### src/rtl/garo_trng_ctrl.sv
`default_nettype none
// ============================================================================
// Module   : garo_trng_ctrl
// Purpose  : Sequences the GARO entropy source: warm-up discard, periodic
//            sampling, optional Von Neumann debiasing (TRNG_VN_DEBIAS_EN),
//            repetition-count health test and word assembly (valid/ready).
// Revision : 1.0 - initial release
// ============================================================================
module garo_trng_ctrl #(
    parameter int WORD_W     = 32,
    parameter int SAMPLE_DIV = 4,
    parameter int WARMUP_CYC = 256,
    parameter int REP_LIMIT  = 32
) (
    input  logic              clk,
    input  logic              reset,
    input  logic              enable,
    input  logic              raw_bit,
    input  logic              rnd_ready,
    output logic              rnd_valid,
    output logic [WORD_W-1:0] rnd_data,
    output logic              busy,
    output logic              fault,
    input  logic              fault_clr
);

    localparam int c_DIV_W  = (SAMPLE_DIV > 1) ? $clog2(SAMPLE_DIV) : 1;
    localparam int c_WARM_W = $clog2(WARMUP_CYC + 1);
    localparam int c_BIT_W  = $clog2(WORD_W);
    localparam int c_RUN_W  = $clog2(REP_LIMIT + 1);

    localparam logic [c_DIV_W-1:0]  c_DIV_LAST  = c_DIV_W'(SAMPLE_DIV - 1);
    localparam logic [c_WARM_W-1:0] c_WARM_END  = c_WARM_W'(WARMUP_CYC);
    localparam logic [c_BIT_W-1:0]  c_BIT_LAST  = c_BIT_W'(WORD_W - 1);
    localparam logic [c_RUN_W-1:0]  c_RUN_LIMIT = c_RUN_W'(REP_LIMIT);

    typedef enum logic [2:0] {
        ST_IDLE    = 3'd0,
        ST_WARMUP  = 3'd1,
        ST_COLLECT = 3'd2,
        ST_READY   = 3'd3,
        ST_FAULT   = 3'd4
    } state_t;

    state_t              r_state;
    state_t              w_state_next;
    logic                r_busy;
    logic                r_fault;
    logic                r_valid;
    logic [WORD_W-1:0]   r_data;

    logic [c_WARM_W-1:0] r_warm_cnt;
    logic [c_DIV_W-1:0]  r_div;
    logic [c_BIT_W-1:0]  r_bit_cnt;
    logic [WORD_W-1:0]   r_sr;
    logic [c_RUN_W-1:0]  r_run;
    logic                r_last;

    logic                w_strobe;
    logic                w_accept;
    logic                w_accept_bit;
    logic [c_RUN_W-1:0]  w_run_next;
    logic                w_rep_fail;
    logic                w_word_done;
    logic                w_enter_collect;
    logic [WORD_W-1:0]   w_sr_next;

    assign w_strobe    = (r_state == ST_COLLECT) && (r_div == c_DIV_LAST);
    assign w_sr_next   = {r_sr[WORD_W-2:0], w_accept_bit};
    assign w_word_done = w_accept && (r_bit_cnt == c_BIT_LAST);
    assign w_rep_fail  = w_strobe && (w_run_next == c_RUN_LIMIT);

    // A run restarts at 1 on the first sample after entry or on any change.
    always_comb begin
        w_run_next = c_RUN_W'(1);
        if ((r_run != '0) && (raw_bit == r_last)) begin
            w_run_next = r_run + c_RUN_W'(1);
        end
    end

`ifdef TRNG_VN_DEBIAS_EN
    logic r_pair_have;
    logic r_pair_first;

    always_ff @(posedge clk) begin
        if (!reset) begin
            r_pair_have  <= 1'b0;
            r_pair_first <= 1'b0;
        end else if (w_enter_collect) begin
            r_pair_have  <= 1'b0;
            r_pair_first <= 1'b0;
        end else if (w_strobe) begin
            r_pair_have <= ~r_pair_have;
            if (!r_pair_have) begin
                r_pair_first <= raw_bit;
            end
        end
    end

    // Pair 10 emits 1, pair 01 emits 0: the emitted bit is the first sample.
    assign w_accept     = w_strobe && r_pair_have && (r_pair_first != raw_bit);
    assign w_accept_bit = r_pair_first;
`else
    assign w_accept     = w_strobe;
    assign w_accept_bit = raw_bit;
`endif

    always_comb begin
        w_state_next = r_state;
        case (r_state)
            ST_IDLE: begin
                if (enable) w_state_next = ST_WARMUP;
            end
            ST_WARMUP: begin
                if (!enable)                       w_state_next = ST_IDLE;
                else if (r_warm_cnt == c_WARM_END) w_state_next = ST_COLLECT;
            end
            ST_COLLECT: begin
                // Health failure outranks a word completing on the same strobe.
                if (!enable)          w_state_next = ST_IDLE;
                else if (w_rep_fail)  w_state_next = ST_FAULT;
                else if (w_word_done) w_state_next = ST_READY;
            end
            ST_READY: begin
                if (rnd_ready) w_state_next = enable ? ST_COLLECT : ST_IDLE;
            end
            ST_FAULT: begin
                if (fault_clr) w_state_next = ST_IDLE;
            end
            default: w_state_next = ST_IDLE;
        endcase
    end

    assign w_enter_collect = (w_state_next == ST_COLLECT) && (r_state != ST_COLLECT);

    always_ff @(posedge clk) begin
        if (!reset) begin
            r_state <= ST_IDLE;
            r_busy  <= 1'b0;
            r_fault <= 1'b0;
            r_valid <= 1'b0;
        end else begin
            r_state <= w_state_next;
            r_busy  <= (w_state_next == ST_WARMUP) || (w_state_next == ST_COLLECT);
            r_fault <= (w_state_next == ST_FAULT);
            r_valid <= (w_state_next == ST_READY);
        end
    end

    always_ff @(posedge clk) begin
        if (!reset) begin
            r_warm_cnt <= '0;
            r_div      <= '0;
            r_bit_cnt  <= '0;
            r_sr       <= '0;
            r_run      <= '0;
            r_last     <= 1'b0;
            r_data     <= '0;
        end else begin
            if ((r_state == ST_WARMUP) && (w_state_next == ST_WARMUP)) begin
                r_warm_cnt <= r_warm_cnt + c_WARM_W'(1);
            end else begin
                r_warm_cnt <= '0;
            end

            if (w_enter_collect) begin
                r_div     <= '0;
                r_bit_cnt <= '0;
                r_sr      <= '0;
                r_run     <= '0;
                r_last    <= 1'b0;
            end else if (r_state == ST_COLLECT) begin
                r_div <= (r_div == c_DIV_LAST) ? '0 : r_div + c_DIV_W'(1);
                if (w_strobe) begin
                    r_run  <= w_run_next;
                    r_last <= raw_bit;
                end
                if (w_accept) begin
                    r_sr      <= w_sr_next;
                    r_bit_cnt <= w_word_done ? '0 : r_bit_cnt + c_BIT_W'(1);
                end
            end

            if (w_state_next == ST_FAULT) begin
                r_data <= '0;
            end else if (w_word_done && (w_state_next == ST_READY)) begin
                r_data <= w_sr_next;
            end
        end
    end

    assign rnd_valid = r_valid;
    assign rnd_data  = r_data;
    assign busy      = r_busy;
    assign fault     = r_fault;

endmodule
`default_nettype wire

### config.mk
export PLATFORM = sky130hd
export DESIGN_NAME = garo_trng_ctrl
export DESIGN_NICKNAME = d
export VERILOG_FILES = /design/src/rtl/garo_trng_ctrl.sv
export SDC_FILE = /design/constraint.sdc
export NUM_CORES = 1
export LEC_CHECK = 0
export ABC_AREA = 1
export ABC_CLOCK_PERIOD_IN_PS = 4000
export BUFFER_PORTS_ARGS = -buffer_cell sky130_fd_sc_hd__buf_2
export CORE_MARGIN = 2
export CORE_UTILIZATION = 55
export DETAILED_ROUTE_END_ITERATION = 7
export GPL_ROUTABILITY_DRIVEN = 0
export PLACE_DENSITY = 0.74
export SLEW_MARGIN = 20
export SYNTH_ARGS = -nofsm -noshare
export SYNTH_HDL_FRONTEND = slang
export SYNTH_SLANG_ARGS = --single-unit
### constraint.sdc
create_clock -name clk -period 4 [get_ports clk]
set_input_delay 0.4 -clock clk [delete_from_list [all_inputs] [get_ports clk]]
set_output_delay 0.4 -clock clk [all_outputs]
set_load 0.01 [all_outputs]
# Word-level counts from Yosys, hierarchy flattened
# Cells that the tools add are included.
word_totals:
  reg_bits: 92
  in_bits: 6
  output_inout_bits: 35
  wordCells: 57
classes:
  add_sub_neg: 4
  n_eq_ne: 14
  n_mux: 13
  n_bitwise: 1
  reduce_logical: 14
ops:
  columns: ["operator", "count"]
  rows:
  - ["$mux 3", 8]
  - ["$pmux 3 s5", 1]
  - ["$eq 3x2->1 const B", 4]
  - ["$add 9x1->9 const B", 1]
  - ["$eq 9x9->1 const B", 1]
  - ["$logic_and 1x1->1", 7]
  - ["$add 6x1->6 const B", 1]
  - ["$eq 3x1->1 const B", 2]
  - ["$eq 3x3->1 const B", 2]
  - ["$eq 6x6->1 const B", 1]
  - ["$mux 6", 1]
  - ["$reduce_bool 6->1", 1]
  - ["$add 5x1->5 const B", 1]
  - ["$eq 5x5->1 const B", 1]
  - ["$mux 5", 1]
  - ["$mux 2", 2]
  - ["$reduce_and 2->1", 2]
  - ["$reduce_or 2->1", 2]
  - ["$logic_not 3->1", 1]
  - ["$ne 3x2->1 const B", 1]
  - ["$add 2x1->2 const B", 1]
  - ["$eq 2x2->1 const B", 1]
  - ["$eq 1x1->1", 1]
  - ["$logic_or 1x1->1", 1]
  - ["$not 1->1", 1]

# Longest topological paths before layout
# Gate-level depths: netlist of the first run.
logic_depth:
  word_depth: 11
  mapped_depth: 14
  ltp_nobuf: 12

# Worst setup path after synthesis of the first run
# No wires, ideal clock.
synth_path:
  path_kind: "reg2reg"
  from: "reg r_run[0]"
  to: "reg r_run[1]"
  setup_ns: 0.118
  t_arrival_ns: 1.745
  t_required_ns: 3.882
  setup_slack_ns: 2.137
  stages_incl_launch_ff: 12
  path_buffers: 1
  period_less_slack_ns: 1.863
  cell_sequence: "dfxtp_1 > inv_1 > ha_1 > a21oi_1 > nand2_1 > nor2_1 > nand3_4 > a21oi_4 > nand3_1 > nand2_2 > buf_4 > nor2_1"
synth_between:
  elab_chain_cells: 11
  elab_cells_between_ends: 12
  classes_between: "add/sub (1); eq/ne (2); mux (4); reduce/logical (5)"
synth_lines:
  columns: ["item", "line", "text"]
  rows:
  - ["from (decl)", "56", "logic [c_RUN_W-1:0] r_run;"]
  - ["from (signal assigned)", "175", "r_run <= w_run_next;"]
  - ["parallel branches: the longest is 2 deep, another holds $add 6x1->6", null, null]
  - ["$mux 6 (*)", "76", "if ((r_run != '0) && (raw_bit == r_last)) begin"]
  - ["$eq 6x6->1", "71", "assign w_rep_fail = w_strobe && (w_run_next == c_RUN_LIMIT);"]
  - ["$logic_and 1x1->1", "71", null]
  - ["$mux 3", "121", "else if (w_rep_fail) w_state_next = ST_FAULT;"]
  - ["$mux 3", "120", "if (!enable) w_state_next = ST_IDLE;"]
  - ["$pmux 3 s5", "110", "case (r_state)"]
  - ["$eq 3x2->1", "134", "assign w_enter_collect = (w_state_next == ST_COLLECT) && (r_state != ST_COLLECT);"]
  - ["$logic_and 1x1->1", "134", null]
  - ["$reduce_or 2->1 (no source line)", null, null]
# Mark *: on every way between the ends.
# A chain may end at the register's enable or synchronous reset.

# Worst setup path after layout of the first run
layout_path:
  from: "reg r_bit_cnt[0]"
  to: "reg r_data[30] (netlist: rnd_data[30])"
layout_between:
  elab_chain_cells: 8
  elab_cells_between_ends: 10
  classes_between: "eq/ne (3); mux (4); reduce/logical (3)"
layout_lines:
  columns: ["item", "line", "text"]
  rows:
  - ["from (decl)", "54", "logic [c_BIT_W-1:0] r_bit_cnt;"]
  - ["from (signal assigned)", "180", "r_bit_cnt <= w_word_done ? '0 : r_bit_cnt + c_BIT_W'(1);"]
  - ["$eq 5x5->1 (*)", "70", "assign w_word_done = w_accept && (r_bit_cnt == c_BIT_LAST);"]
  - ["$logic_and 1x1->1 (*)", "70", null]
  - ["$mux 3", "122", "else if (w_word_done) w_state_next = ST_READY;"]
  - ["$mux 3", "121", null]
  - ["$mux 3", "120", null]
  - ["$pmux 3 s5", "110", null]
  - ["$eq 3x3->1 or $eq 3x2->1 (tied branches)", "184, 186", null]
  - ["$reduce_or 2->1 (no source line) or $logic_and 1x1->1 (tied branches)", null, null]
  - ["to (signal assigned)", "187", "r_data <= w_sr_next;"]
  - ["to (decl)", "50", "logic [WORD_W-1:0] r_data;"]
# Mark *: on every way between the ends. The rest lies on a longest branch, timed or not.

==> flow_metrics.env, run 1 <==
export IMPL_syn_to_final_growth_pct=9.80
export IMPL_power_mw=1.52
export IMPL_drc_errors=0
export IMPL_syn_nets=548
export IMPL_grt_ovfl_total=0
export IMPL_swShare=0.242
export IMPL_h_tree_depth=3
export IMPL_fin_skew_ns=0.0168
export IMPL_tritoncts="done"
export IMPL_synthAdderAreaFrac=0.0224
export IMPL_max_freq_mhz=405
export IMPL_dr_pass1_iters=4
export IMPL_first_iter_violations=120
export IMPL_cellLeakagePower_nw=1.66
export IMPL_synth_area_um2=3910
export IMPL_avgSynthCellArea_um2=7.30
export IMPL_insertedDiodeCount=0
export IMPL_crit_type="flip-flop to flip-flop"
export IMPL_dieArea_um2=7800
export IMPL_drive_gt1_frac=0.125
export IMPL_gr_usage_all_layers=0.188
export IMPL_io_pins=41
export IMPL_max_stage_delay_ns=0.57
export IMPL_synth_compound_area_frac=0.114
export IMPL_ys_seq_area_frac=0.466
export IMPL_p_clk_frac=0.381
export IMPL_finalHoldViolCount=0
export IMPL_synth_enable_flop_cells=0
export IMPL_cts_hold_buf=0
export IMPL_grt_max_degree=63
export IMPL_combPwrFrac=0.020
export IMPL_wl_per_cell_um=10.2
export IMPL_rsz0062_at_grt="no"
export IMPL_postRouteAntennaNets=0
export IMPL_worst_pin_slew_ns=0.906
export IMPL_relSlewSlack=0.394
export IMPL_n_fill_cell=602
export IMPL_synth_seq_cells=91
export IMPL_synth_common_cells="nor2_1, inv_1, nand2_1"
export IMPL_postSynthCellCount=535
export IMPL_cap_viol_max_count=0
export IMPL_cp_max_fo=62
export IMPL_finalSetupViolCount=0
export IMPL_vias=3178
export IMPL_post_cts_buffers=0
export IMPL_finalCritPeriodShare=0.617
export IMPL_viasPerCell=4.77
export IMPL_layout_nets=578
export IMPL_slew_violations=0
export IMPL_synth_top_family_by_area="simple AND/OR/NAND/NOR gates"
export IMPL_yosysTopAreaCell="dfxtp_1"
export IMPL_yosys_warnings=0
export IMPL_synth_most_common_cell="nor2_1"
export IMPL_outcome="complete, no violations"
export IMPL_grt_pass1_wl_mm=11.6
export IMPL_synth_simple_area_share=0.251
export IMPL_cts_root_buffer="clkbuf_8"
export IMPL_initial_core_util=0.572
export IMPL_power_density_nw_per_um2=354
export IMPL_intPower_mw=1.15
export IMPL_critical_path_startpoint_type="flip-flop"
export IMPL_clock_latency_ns=0.37
export IMPL_seqPwrFrac=0.599
export IMPL_worst_endpoint_required_ns=4.29
export IMPL_arrival_ns=2.76
export IMPL_max_vdd_ir_drop_mv=0.176
export IMPL_finalWirelength_mm=6.80
export IMPL_clk_path_buf_depth=2
export IMPL_min_period_ns=2.47
export IMPL_path_cells="ha_1, nand2_1, nor2_1, ha_1, inv_1, nor3_4, nand2_2, o21ai_0, inv_1, nor2_1"
export IMPL_synth_xor_area_frac=0.0179
export IMPL_grt_pass1_vias=2797
export IMPL_core_area_um2=6830
export IMPL_ys_async_sr_fraction=0
export IMPL_worstRegToRegCells=10
export IMPL_synth_top_area_share=0.466
export IMPL_synthMuxAreaShare=0.00512
export IMPL_cp_slowest_cell="nand2_2"
export IMPL_whs_path_depth=3
export IMPL_path_clk_slew_ns=0.09
export IMPL_clock_sinks=91
export IMPL_synth_distinct_cells=36
export IMPL_cp_end_kind="flip-flop"
export IMPL_hold_path_class="input pin to flip-flop"
export IMPL_port_buffers=40
export IMPL_die_x_um=88.3
export IMPL_ys_flop_type="dfxtp_1"
export IMPL_switching_power_mw=0.367
export IMPL_synth_area_leaders="dfxtp_1, nor2_1, inv_1, nand2_1, o21ai_0"
export IMPL_die_h_um=88.3
export IMPL_antenna_found_initial=0
export IMPL_tns_ns=0
export IMPL_num_rows=30
export IMPL_dp_final_hpwl_mm=4.68
export IMPL_cts_made_buffers=9
export IMPL_postCtsResizedCells=0
-- registers in the layout (all words and copies together), names as in the netlist --
name        cells
rnd_data       32
r_sr           31
r_warm_cnt      9
r_run           6
r_bit_cnt       5
r_state         3
r_div           2
busy            1
fault           1
rnd_valid       1
-- metal layers --
layer	vias to the layer above	global-route usage	wire, µm
li1	1701	-	-
met1	1417	0.233	3350
met2	52	0.316	3090
met3	8	0.0401	252
met4	0	0.0840	110
met5	-	0	0
-- per-stage QoR --
| step | setup slack [ns] | hold slack [ns] | util | instances | instance area (µm²) |
|---|---|---|---|---|---|
| finish | 1.53 | 0.369 | 0.628 | 666 | 4290 |
| global route | 1.11 | 0.390 | 0.628 | 666 | 4290 |
| CTS | 1.47 | 0.355 | 0.628 | 666 | 4290 |
| detailed placement | 1.50 | 0.468 | 0.601 | 650 | 4110 |
| global placement | 1.56 | 0.462 | 0.601 | 650 | 4110 |
| floorplan | 2.14 | 0.441 | - | 535 | 3910 |
-- cell type report --
type,count,area (µm²),area share
clock buffer,9,124,0.0289
clock inverter,7,58.8,0.0137
inverter,94,353,0.0822
multi-input combinational,328,1610,0.374
sequential,91,1820,0.425
tap,96,120,0.0280
timing repair buffer,41,208,0.0484
-- layout by cell type, fill, tap and decap left out, types with 2 or more instances in the layout --
cell / n
inv_1: 92
ha_1: 7
mux2i_1: 2
nor3_1: 6
nand2_1: 92
nand3_4: 2
clkbuf_8: 9
nand3_1: 15
nor2_1: 100
o21bai_1: 2
xnor2_1: 3
buf_2: 40
xor2_1: 5
clkinv_4: 2
nand4_1: 4
nand2_2: 5
inv_2: 2
inv_6: 2
a21oi_1: 5
o21ai_0: 66
dfxtp_1: 91
-- path summary, 6_finish.rpt --
kind / startpoint / endpoint / slack [ns]
setup / recovery: r_bit_cnt[0]$_SDFFE_PP0P_ / rnd_data[30]$_SDFFE_PP0P_ / 1.53
hold / removal: reset / busy$_SDFF_PN0_ / 0.37
setup reg to reg: r_bit_cnt[0]$_SDFFE_PP0P_ / rnd_data[30]$_SDFFE_PP0P_ / 1.53
hold reg to reg: r_warm_cnt[0]$_SDFF_PN0_ / r_warm_cnt[0]$_SDFF_PN0_ / 0.49
-- kinds of logic (layout without fill, tap and decap cells) --
kind of cell | count (synthesis) | count (layout)
xor+xnor | 8 | 8
fa+ha+maj | 7 | 7
buf+inv | 116 | 151
mux | 2 | 2
simple gates | 229 | 229
flops | 91 | 91
compound gates | 82 | 82
-- worst max-delay path, delay by kind of cell (launching register included) --
family / cells / cell delay, ns
flip-flops: 1 / 0.36
AO/OA/AOI/OAI: 1 / 0.39
AND/OR/NAND/NOR: 5 / 1.12
buffers and inverters: 2 / 0.17
adder cells (fa/ha/maj): 2 / 0.36
-- power by group through the flow --
stage	registers [mW]	logic (mW)	clock network, mW
2_1_floorplan	0.930	0.0253	0
3_3_place_gp	0.929	0.0300	0
3_5_place_dp	0.930	0.0308	0
4_1_cts	0.908	0.0308	0.594
5_1_grt	0.909	0.0336	0.643
6_report	0.908	0.0300	0.578
Note: power is estimated with default switching activity, not from simulation.
==> run 2: changes to the inputs <==
--- a/config.mk
+++ b/config.mk
@@ -6,10 +6,10 @@
 export NUM_CORES = 1
 export LEC_CHECK = 0
 export ABC_AREA = 1
-export ABC_CLOCK_PERIOD_IN_PS = 4000
+export ABC_CLOCK_PERIOD_IN_PS = 2100
 export BUFFER_PORTS_ARGS = -buffer_cell sky130_fd_sc_hd__buf_2
 export CORE_MARGIN = 2
-export CORE_UTILIZATION = 55
+export CORE_UTILIZATION = 52
 export DETAILED_ROUTE_END_ITERATION = 7
 export GPL_ROUTABILITY_DRIVEN = 0
 export PLACE_DENSITY = 0.74
==> constraint.sdc (replaced) <==
create_clock -name clk -period 2.1 [get_ports clk]
set_input_delay 0.21 -clock clk [delete_from_list [all_inputs] [get_ports clk]]
set_output_delay 0.21 -clock clk [all_outputs]
set_load 0.01 [all_outputs]
==> flow_metrics.env, run 2 (same netlist as run 1, synthesis figures left out) <==
export IMPL_grt_max_degree=63
export IMPL_r2r_start="r_state[1]$_SDFF_PN0_"
export IMPL_min_period_ns=2.04
export IMPL_worst_slack_ns=0.0604
export IMPL_clock_latency_ns=0.36
export IMPL_finalWirelength_mm=8.43
export IMPL_r2r_end="rnd_data[24]$_SDFFE_PP0P_"
export IMPL_pre_cts_ws_ns=-0.00550
export IMPL_fin_skew_ns=0.0148
export IMPL_drive_gt1_frac=0.194
export IMPL_vias=3344
export IMPL_crit_type="flip-flop to flip-flop"
export IMPL_cellLeakagePower_nw=1.84
export IMPL_initial_core_util=0.539
export IMPL_clock_sinks=91
export IMPL_arrival_ns=2.30
export IMPL_worst_endpoint_required_ns=2.36
export IMPL_finalSetupViolCount=0
export IMPL_die_h_um=90.7
export IMPL_viasPerCell=4.83
export IMPL_dr_pass1_iters=5
export IMPL_hold_path_startpoint="reset"
export IMPL_max_freq_mhz=490
export IMPL_dieArea_um2=8220
export IMPL_critical_path_startpoint_type="flip-flop"
export IMPL_grt_pass1_vias=3052
export IMPL_power_mw=2.98
export IMPL_layout_common_cells="nor2_1, nand2_1, inv_1, dfxtp_1, o21ai_0"
export IMPL_largest_reg_flops=32
export IMPL_h_tree_depth=3
export IMPL_io_pins=41
export IMPL_port_buffers=40
export IMPL_layout_nets=602
export IMPL_outcome="complete, no violations"
export IMPL_utilization=0.646
export IMPL_dp_final_hpwl_mm=4.89
export IMPL_relSlewSlack=0.739
export IMPL_hold_path_class="input pin to flip-flop"
export IMPL_n_fill_cell=622
export IMPL_grt_ovfl_total=0
export IMPL_cts_hold_buf=0
export IMPL_whs_path_depth=3
export IMPL_power_density_nw_per_um2=636
export IMPL_worstRegToRegCells=10
export IMPL_gr_usage_all_layers=0.190
export IMPL_r2r_setup_slack_ns=0.06
export IMPL_worst_pin_slew_ns=0.389
export IMPL_die_x_um=90.7
export IMPL_finalCritPeriodShare=0.971
export IMPL_cp_max_fo=16
export IMPL_clk_path_buf_depth=2
export IMPL_num_rows=31
export IMPL_postRouteAntennaNets=0
export IMPL_cp_end_kind="flip-flop"
export IMPL_tns_ns=0
export IMPL_cap_viol_max_count=0
export IMPL_max_vdd_ir_drop_mv=0.359
export IMPL_worstHoldEndpoint="busy$_SDFF_PN0_"
export IMPL_slew_violations=0
export IMPL_final_common_cell="nor2_1"
export IMPL_syn_to_final_growth_pct=19.9
export IMPL_antenna_found_initial=0
export IMPL_cts_root_buffer="clkbuf_8"
export IMPL_core_area_um2=7250
export IMPL_insertedDiodeCount=0
export IMPL_finalHoldViolCount=0
export IMPL_cts_made_buffers=9
export IMPL_tritoncts="done"
export IMPL_drc_errors=0
export IMPL_grt_pass1_wl_mm=13.0
export IMPL_first_iter_violations=174
export IMPL_wl_per_cell_um=12.2
export IMPL_path_clk_slew_ns=0.09
export IMPL_whs_ns=0.190
==> run 2: cell types whose count changed in the layout (fill, tap and decap cells not counted), sizes merged <==
cell / previous run / this run
buf: 41 / 62
bufbuf: 0 / 1
clkbuf: 9 / 11
clkinv: 3 / 2
clkinvlp: 1 / 2
==> run 2: worst max-delay path, stage by stage (launching register included) <==
cell       delay [ns]
dfxtp_1          0.44
nand3_4          0.16
nor2_8           0.19
nand3_4          0.11
nor2_4           0.16
nand3_4          0.14
o21bai_4         0.17
o21ai_2          0.10
nand2_2          0.12
bufbuf_16        0.30
nor2_1           0.04
==> run 2: where the power goes <==
| group | switching (mW) | internal [mW] |
|---|---|---|
| logic | 0.0544 | 0.0379 |
| clock network | 0.696 | 0.463 |
| registers | 0.00257 | 1.73 |
| total | 0.753 | 2.23 |
==> run 2: per-layer routing <==
metal / wire [µm] / global-route usage / up-vias / share of wire
li1: - / - / 1751 / -
met1: 3830 / 0.226 / 1515 / 0.45
met2: 4180 / 0.338 / 66 / 0.50
met3: 285 / 0.0326 / 12 / 0.034
met4: 131 / 0.0731 / 0 / 0.016
met5: 0 / 0 / - / 0
==> run 2: cell type report <==
cell class,count,area [µm²],share of cell area
multi-input cells,328,1690,0.360
inverters,94,353,0.0753
clock buffers,9,124,0.0264
flip-flops and latches,91,1830,0.391
repair buffers,65,493,0.105
clock inverters,7,71.3,0.0152
well taps,99,124,0.0264
==> run 2: how the worst max path moves through the flow <==
stage	from	cells past startpoint	end	slack, ns
after CTS	r_run[0]$_SDFFE_PP0P_	11	rnd_data[24]$_SDFFE_PP0P_	0.005
after global placement	r_run[0]$_SDFFE_PP0P_	11	r_sr[16]$_SDFFE_PP0P_	0.12
after global routing	r_state[0]$_SDFF_PN0_	11	rnd_data[6]$_SDFFE_PP0P_	-0.05
final	r_state[1]$_SDFF_PN0_	10	rnd_data[24]$_SDFFE_PP0P_	0.06
after floorplan	r_run[0]$_SDFFE_PP0P_	11	r_run[1]$_SDFFE_PP0P_	0.24
after detailed placement	r_run[1]$_SDFFE_PP0P_	11	rnd_data[22]$_SDFFE_PP0P_	-0.005
==> run 2: repair_timing <==
item | 4_1_cts | 5_1_grt
resized for setup | 7 | 25
endpoints found under the setup margin | 35 | 70
pin swaps | 2 | 9
buffers inserted | 1 | 13
gates cloned | 1 | 3
==> run 2: per-stage QoR <==
stage	cell area, µm²	instances
floorplan	3910	535
global placement	4190	659
detailed placement	4190	659
CTS	4450	677
global route	4690	693
finish	4690	693
==> run 3: changes to the inputs <==
--- a/config.mk
+++ b/config.mk
@@ -12,7 +12,7 @@
 export CORE_UTILIZATION = 52
 export DETAILED_ROUTE_END_ITERATION = 7
 export GPL_ROUTABILITY_DRIVEN = 0
-export PLACE_DENSITY = 0.74
+export PLACE_DENSITY_LB_ADDON = 0.05
 export SLEW_MARGIN = 20
 export SYNTH_ARGS = -nofsm -noshare
 export SYNTH_HDL_FRONTEND = slang
==> flow_metrics.env, run 3 (same netlist as run 1, synthesis figures left out) <==
export IMPL_cellLeakagePower_nw=1.74
export IMPL_max_freq_mhz=497
export IMPL_die_x_um=90.7
export IMPL_fin_skew_ns=0.00972
export IMPL_grt_use_met2=0.317
export IMPL_tritoncts="done"
export IMPL_clock_latency_ns=0.36
export IMPL_rsz0062_at_grt="yes"
export IMPL_finalHoldViolCount=0
export IMPL_cp_max_fo=16
export IMPL_drive_gt1_frac=0.164
export IMPL_cap_viol_max_count=0
export IMPL_utilization=0.617
export IMPL_antenna_found_initial=0
export IMPL_die_h_um=90.7
export IMPL_final_common_cell="nor2_1"
export IMPL_crit_type="flip-flop to flip-flop"
export IMPL_port_buffers=40
export IMPL_power_density_nw_per_um2=643
export IMPL_grt_pass1_vias=2992
export IMPL_worst_pin_slew_ns=0.511
export IMPL_outcome="complete, no violations"
export IMPL_io_pins=41
export IMPL_layout_common_cells="nor2_1, nand2_1, inv_1, dfxtp_1, o21ai_0"
export IMPL_grt_ovfl_total=0
export IMPL_viasPerCell=4.62
export IMPL_slew_violations=0
export IMPL_gr_usage_all_layers=0.184
export IMPL_dp_final_hpwl_mm=4.78
export IMPL_postRouteAntennaNets=0
export IMPL_initial_core_util=0.539
export IMPL_finalWirelength_mm=7.20
export IMPL_vias=3144
export IMPL_max_vdd_ir_drop_mv=0.330
export IMPL_worst_endpoint_required_ns=2.35
export IMPL_cp_end_kind="flip-flop"
export IMPL_syn_to_final_growth_pct=14.6
export IMPL_clock_sinks=91
export IMPL_cts_made_buffers=9
export IMPL_core_area_um2=7250
export IMPL_drc_errors=0
export IMPL_grt_busiest_layer="met2"
export IMPL_grt_pass1_wl_mm=12.5
export IMPL_first_iter_violations=165
export IMPL_finalSetupViolCount=0
export IMPL_grt_max_degree=63
export IMPL_dieArea_um2=8220
export IMPL_h_tree_depth=3
export IMPL_layout_nets=589
export IMPL_finalInstanceArea_um2=4480
export IMPL_path_clk_slew_ns=0.09
export IMPL_arrival_ns=2.26
export IMPL_use_met1=0.223
export IMPL_finalCritPeriodShare=0.958
export IMPL_power_mw=2.88
export IMPL_largest_reg_flops=32
export IMPL_min_period_ns=2.01
export IMPL_clk_path_buf_depth=2
export IMPL_use_met3=0.0451
export IMPL_dr_pass1_iters=4
export IMPL_relSlewSlack=0.660
export IMPL_wl_per_cell_um=10.6
export IMPL_placed_cell_area_um2=4200
export IMPL_cts_root_buffer="clkbuf_8"
export IMPL_whs_ns=0.207
export IMPL_num_rows=31
export IMPL_cts_hold_buf=0
export IMPL_critical_path_startpoint_type="flip-flop"
export IMPL_insertedDiodeCount=0
export IMPL_hold_path_class="input pin to flip-flop"
## run 3: critical path, stage by stage (launching register included)
cell and delay (ns):
dfxtp_2 0.34, inv_1 0.11, ha_1 0.18, nand3_1 0.12, nand2_1 0.14, nor2_2 0.07
nor2_2 0.14, nand3_4 0.15, a21oi_4 0.21, nand3_2 0.11, nand2_4 0.13, clkbuf_16 0.18
nor2_1 0.05
## run 3: metrics by stage
| step | worst slack (ns) | std cells | setup TNS (ns) |
|---|---|---|---|
| 2_1_floorplan | 0.237 | 535 | 0 |
| 3_3_place_gp | 0.0445 | 660 | 0 |
| 3_5_place_dp | 0.0639 | 660 | 0 |
| 4_1_cts | 0.0497 | 676 | 0 |
| 5_1_grt | -0.0480 | 680 | -1.48 |
| 6_report | 0.0892 | 680 | 0 |
## run 3: path summary, 6_finish.rpt
kind | from | endpoint | slack (ns) | cells past startpoint
max | r_run[0]$_SDFFE_PP0P_ | r_sr[24]$_SDFFE_PP0P_ | 0.09 | 12
min | reset | busy$_SDFF_PN0_ | 0.21 | 3
max reg2reg | r_run[0]$_SDFFE_PP0P_ | r_sr[24]$_SDFFE_PP0P_ | 0.09 | 12
min reg2reg | r_warm_cnt[0]$_SDFF_PN0_ | r_warm_cnt[0]$_SDFF_PN0_ | 0.49 | 1
## run 3: layer usage
| layer | vias up | share of wire |
|---|---|---|
| li1 | 1712 | - |
| met1 | 1387 | 0.49 |
| met2 | 39 | 0.46 |
| met3 | 6 | 0.034 |
| met4 | 0 | 0.013 |
| met5 | - | 0 |
## run 3: area by class of cell
cell class	instances	area, µm²
fill	700	2780
sequential	91	1830
multi-input combinational	328	1640
timing repair buffer	52	357
inverter	94	353
clock buffer	10	128
tap	99	124
clock inverter	6	48.8
## run 3: timing repair
item                       CTS  global route
buffers inserted             0             3
resized for setup            0            18
setup endpoints to repair    0            76
## run 3: where the power goes
part | switching (mW) | internal, mW
Sequential | 0.00267 | 1.73
Combinational | 0.0504 | 0.0305
Clock | 0.626 | 0.443
Total | 0.679 | 2.20
